### src/rtl/coeff_mem_arbiter.sv
// rtl/coeff_mem_arbiter.sv - shares one coefficient RAM between core reads and host requests
// Core reads always win the read port; host writes wait until no frame is being computed.
module coeff_mem_arbiter #(
  parameter int DW = 36,
  parameter int AW = 10,
  parameter int SW = 16
) (
  input  logic          clk,
  input  logic          reset_n,
  input  logic          frame_start,
  input  logic          frame_done,
  input  logic          core_rd_en,
  input  logic [AW-1:0] core_rd_addr,
  output logic [DW-1:0] core_rd_data,
  input  logic          host_req_valid,
  input  logic          host_req_we,
  input  logic [AW-1:0] host_req_addr,
  input  logic [DW-1:0] host_req_wdata,
  output logic          host_req_ready,
  output logic          host_rsp_valid,
  output logic [DW-1:0] host_rsp_rdata,
  output logic          mem_rd_en,
  output logic [AW-1:0] mem_rd_addr,
  input  logic [DW-1:0] mem_rd_data,
  output logic          mem_wr_en,
  output logic [AW-1:0] mem_wr_addr,
  output logic [DW-1:0] mem_wr_data,
  output logic          in_frame,
  output logic [SW-1:0] host_stall_cnt
);

  typedef enum logic {ST_OPEN = 1'b0, ST_FRAME = 1'b1} state_e;

  state_e        state_q, state_d;
  logic          rsp_valid_q, rsp_valid_d;
  logic [DW-1:0] rsp_hold_q, rsp_hold_d;
  logic          core_pend_q, core_pend_d;
  logic [DW-1:0] core_hold_q, core_hold_d;
  logic          fwd_hit_q, fwd_hit_d;
  logic [DW-1:0] fwd_data_q, fwd_data_d;
  logic [SW-1:0] stall_q, stall_d;
  logic          host_rd_acc;
  logic [DW-1:0] rd_word;

  // frame_done is applied before frame_start, so a coincident pair always ends in FRAME
  always_comb begin
    state_d = state_q;
    if (state_q == ST_FRAME && frame_done) state_d = ST_OPEN;
    if (frame_start)                       state_d = ST_FRAME;
  end

  always_comb begin
    host_req_ready = host_req_we ? (state_q == ST_OPEN) : !core_rd_en;
    host_rd_acc    = host_req_valid && !host_req_we && host_req_ready;
    mem_rd_en      = core_rd_en || (host_req_valid && !host_req_we);
    mem_rd_addr    = core_rd_en ? core_rd_addr : host_req_addr;
    mem_wr_en      = host_req_valid && host_req_we && host_req_ready;
    mem_wr_addr    = host_req_addr;
    mem_wr_data    = host_req_wdata;
    in_frame       = (state_q == ST_FRAME);
    host_stall_cnt = stall_q;
  end

  // Write-first forwarding: the RAM returns old data on a collision
  always_comb begin
    fwd_hit_d  = mem_rd_en && mem_wr_en && (mem_rd_addr == mem_wr_addr);
    fwd_data_d = fwd_hit_d ? mem_wr_data : fwd_data_q;
    rd_word    = fwd_hit_q ? fwd_data_q : mem_rd_data;
  end

  always_comb begin
    rsp_valid_d    = host_rd_acc;
    rsp_hold_d     = rsp_valid_q ? rd_word : rsp_hold_q;
    host_rsp_valid = rsp_valid_q;
    host_rsp_rdata = rsp_valid_q ? rd_word : rsp_hold_q;
    core_pend_d    = core_rd_en;
    core_hold_d    = core_pend_q ? rd_word : core_hold_q;
    core_rd_data   = core_pend_q ? rd_word : core_hold_q;
    stall_d        = stall_q;
    if (host_req_valid && !host_req_ready && stall_q != {SW{1'b1}}) stall_d = stall_q + 1'b1;
  end

  always_ff @(posedge clk or negedge reset_n) begin
    if (!reset_n) begin
      state_q     <= ST_OPEN;
      rsp_valid_q <= 1'b0;
      rsp_hold_q  <= '0;
      core_pend_q <= 1'b0;
      core_hold_q <= '0;
      fwd_hit_q   <= 1'b0;
      fwd_data_q  <= '0;
      stall_q     <= '0;
    end else begin
      state_q     <= state_d;
      rsp_valid_q <= rsp_valid_d;
      rsp_hold_q  <= rsp_hold_d;
      core_pend_q <= core_pend_d;
      core_hold_q <= core_hold_d;
      fwd_hit_q   <= fwd_hit_d;
      fwd_data_q  <= fwd_data_d;
      stall_q     <= stall_d;
    end
  end

endmodule

### config.mk
export PLATFORM = sky130hd
export DESIGN_NAME = coeff_mem_arbiter
export DESIGN_NICKNAME = d
export VERILOG_FILES = /design/src/rtl/coeff_mem_arbiter.sv
export SDC_FILE = /design/constraint.sdc
export NUM_CORES = 1
export LEC_CHECK = 0
export ABC_AREA = 1
export CAP_MARGIN = 10
export CORE_MARGIN = 3
export CORE_UTILIZATION = 39
export DETAILED_ROUTE_END_ITERATION = 16
export PLACE_DENSITY = 0.76
export SLEW_MARGIN = 10
export SYNTH_ARGS = -nofsm -noshare
export SYNTH_HDL_FRONTEND = slang
export SYNTH_SLANG_ARGS = --single-unit
### constraint.sdc
create_clock -name clk -period 1.7 [get_ports clk]
set_clock_uncertainty 0.05 [all_clocks]
set_input_delay 0.255 -clock clk [delete_from_list [all_inputs] [get_ports clk]]
set_output_delay 0.255 -clock clk [all_outputs]
set_load 0.01 [all_outputs]
==> impl_metrics.env <==
export IMPL_ant_nets=0
export IMPL_grt_max_degree=46
export IMPL_area_growth_synth_to_final_pct=67.4
export IMPL_tightest_slew_ns=0.373
export IMPL_clkPwrFrac_pct=38.7
export IMPL_num_fill_cells=1217
export IMPL_dr_pass1_iters=6
export IMPL_layout_common_cells="nand2_1, clkdlybuf4s50_1, dfrtp_1, buf_4, dlygate4sd2_1"
export IMPL_slew_headroom_pct=74.9
export IMPL_switching_power_uw=2680
export IMPL_dr_first_iter_drc_count=347
export IMPL_cts_root_buffer="clkbuf_16"
export IMPL_grt_antenna_before_repair=0
export IMPL_clock_sinks=128
export IMPL_nets=1091
export IMPL_total_power_uw=9870
export IMPL_slowest_stage="dfrtp_2"
export IMPL_syn_nets=792
export IMPL_pin_count=248
export IMPL_timing_final_ws_setup_ns=-0.376
export IMPL_r2r_end="host_stall_cnt[0]"
export IMPL_rows=45
export IMPL_antenna_cells=0
export IMPL_drc=0
export IMPL_switching_share_pct=27.1
export IMPL_multi_input_area_sq_mm=0.00261
export IMPL_core_sq_mm=0.0153
export IMPL_ys_flop_type="dfrtp_1"
export IMPL_seqPwrFrac_pct=36.1
export IMPL_irDropWorstVdd_v=0.000727
export IMPL_crit_fanout=13
export IMPL_crit_buf_inv=2
export IMPL_violations="setup timing"
export IMPL_path_delay_family="buffers and inverters"
export IMPL_postRouteWirelength_um=20100
export IMPL_numPortBuffers=247
export IMPL_reg2reg_from="host_stall_cnt[1]"
export IMPL_p_int_uw=7190
export IMPL_place_hpwl_um=13500
export IMPL_cts_buffer_depth=2
export IMPL_clk_latency_ns=0.42
export IMPL_vias_per_cell=4.94
export IMPL_cap_violations=0
export IMPL_die_h_um=131
export IMPL_ys_seq_area_share_pct=52.3
export IMPL_regArea_sq_mm=0.00320
export IMPL_grt_util_all_layers_pct=22.7
export IMPL_required_ns=1.39
export IMPL_powerDensity_mw_per_mm2=962
export IMPL_start_kind="flip-flop"
export IMPL_cp_end_kind="output port"
export IMPL_worstHoldPathType="primary input to async pin"
export IMPL_utilization_pct=67.0
export IMPL_die_area_sq_mm=0.0173
export IMPL_avgRoutedWirePerCell_um=16.5
export IMPL_rr_worst_depth=8
export IMPL_hold_viol=0
export IMPL_timing_fmax_ghz=0.482
export IMPL_finalMaxSlewViolations=0
export IMPL_final_common_cell="nand2_1"
export IMPL_grt_pass1_vias=6149
export IMPL_synth_seq_cells=128
export IMPL_rsz0062_at_grt="true"
export IMPL_synth_cell_type_count=27
export IMPL_regToRegSetupSlack_ns=0.04
export IMPL_status="complete, but fails checks"
export IMPL_critical_path_depth=4
export IMPL_synth_edf_count=0
export IMPL_gr_total_overflow=0
export IMPL_synthArstFlopShare_pct=100
export IMPL_p_leak_uw=0.00501
export IMPL_crit_chain="buf_12 -> mux2i_2 -> o21ai_0 -> dlygate4sd2_1"
export IMPL_fp_dieW_um=131
export IMPL_avgSynthCellArea_sq_um=8.86
export IMPL_critPathMaxStageDelay_ns=0.43
export IMPL_syn_instance_count=692
export IMPL_finalSetupViolations=72
export IMPL_cts_tree="built"
export IMPL_route_vias_total=5998
export IMPL_crit_arrival_ns=1.77
export IMPL_yosys_warnings=0
export IMPL_synth_area_sq_mm=0.00613
export IMPL_start_util_pct=40.0
export IMPL_cts_buffers=17
export IMPL_crit_type="flip-flop to output port"
export IMPL_fin_crit_sh_pct=122
export IMPL_drive_above_1_share_pct=24.8
export IMPL_comb_power_share_pct=25.2
export IMPL_htreeDepth=4
export IMPL_clk_pin_slew_worst_paths_ns=0.06
export IMPL_gp_congestion=0.867
export IMPL_grt_pass1_wl_um=31400
export IMPL_fin_crit_ns=2.08
## kinds of logic (layout without fill, tap and decap cells)
group	count (synthesis)	in the layout	synth area share (%)
compound gates	96	96	8.14
simple gates	304	304	21.4
buf+inv	118	430	10.8
fa+ha+maj	1	1	0.204
mux	36	36	5.88
flops	128	128	52.3
xor+xnor	9	9	1.29
## layout make-up
| class | count | area share (%) |
|---|---|---|
| Inverter | 37 | 1.38 |
| Sequential cell | 128 | 31.2 |
| Clock inverter | 11 | 1.57 |
| Tap cell | 211 | 2.57 |
| Clock buffer | 21 | 4.49 |
| Timing Repair Buffer | 361 | 33.4 |
| Multi-Input combinational cell | 446 | 25.4 |
## Yosys cell counts (3+ instances only)
cell,number,share of area (%)
nand2_1,215,13
dfrtp_1,128,52
o21ai_0,85,6.9
buf_4,47,5.8
nand4_1,39,4.0
mux2i_1,36,5.9
inv_1,33,2.0
nand3_1,19,1.6
nor2_1,19,1.2
buf_2,16,1.3
clkbuf_1,15,0.92
o21ai_1,7,0.57
xor2_1,6,0.86
nand3b_1,4,0.49
nor3_1,4,0.33
buf_6,3,0.55
xnor2_1,3,0.43
## per-layer routing
metal,global-route usage [%],part of all wire [%],up-vias
li1,-,-,2862
met1,26.8,41,2868
met2,39.4,50,226
met3,5.82,5.9,42
met4,9.16,2.8,0
met5,0,0,-
## per-stage QoR
step | instance area [sq um] | hold WS (ns) | setup slack, ns | TNS [ns] | instances
global route | 10300 | 0.261 | -0.475 | -27.40 | 1215
finish | 10300 | 0.219 | -0.376 | -21.06 | 1215
detailed placement | 9190 | 0.113 | -0.393 | -36.62 | 1154
floorplan | 6130 | -0.0906 | 0.0279 | 0 | 692
global placement | 9190 | 0.108 | -0.349 | -33.13 | 1154
CTS | 9980 | 0.208 | -0.382 | -22.05 | 1205
## sequential cells by signal, summed over array words and instances, names as in the netlist
register and flops:
core_hold_q 36, fwd_data_q 36, fwd_hit_q 1, core_pend_q 1
host_rsp_valid 1, rsp_hold_q 36, host_stall_cnt 16, in_frame 1
## power by group through the flow
| stage | logic [uW] | clock network, uW | registers, uW |
|---|---|---|---|
| finish | 2490 | 3820 | 3570 |
| global route | 2690 | 4010 | 3590 |
| CTS | 2350 | 3870 | 3530 |
| detailed placement | 2450 | 0 | 3570 |
| global placement | 2410 | 0 | 3560 |
| floorplan | 831 | 0 | 3620 |
## repair_timing
| item | 4_1_cts | 5_1_grt |
|---|---|---|
| hold endpoints to repair | 116 | 0 |
| gates resized for setup | 304 | 58 |
| setup endpoints to repair | 100 | 94 |
| buffers inserted | 14 | 10 |
| pin swaps | 19 | 22 |
| cloned | 4 | 0 |
| hold buffers | 1 | 0 |
## worst max-delay path by stage
| stage | start | endpoint | slack, ns |
|---|---|---|---|
| final | fwd_hit_q | core_rd_data[15] | -0.38 |
| after global placement | mem_rd_data[25] | core_rd_data[25] | -0.35 |
| after CTS | fwd_hit_q | core_rd_data[27] | -0.38 |
| after floorplan | host_stall_cnt[0] | host_stall_cnt[2] | 0.03 |
| after global routing | fwd_hit_q | core_rd_data[15] | -0.48 |
| after detailed placement | core_rd_en | fwd_data_q[9] | -0.39 |
(Power assumes the default switching activity.)
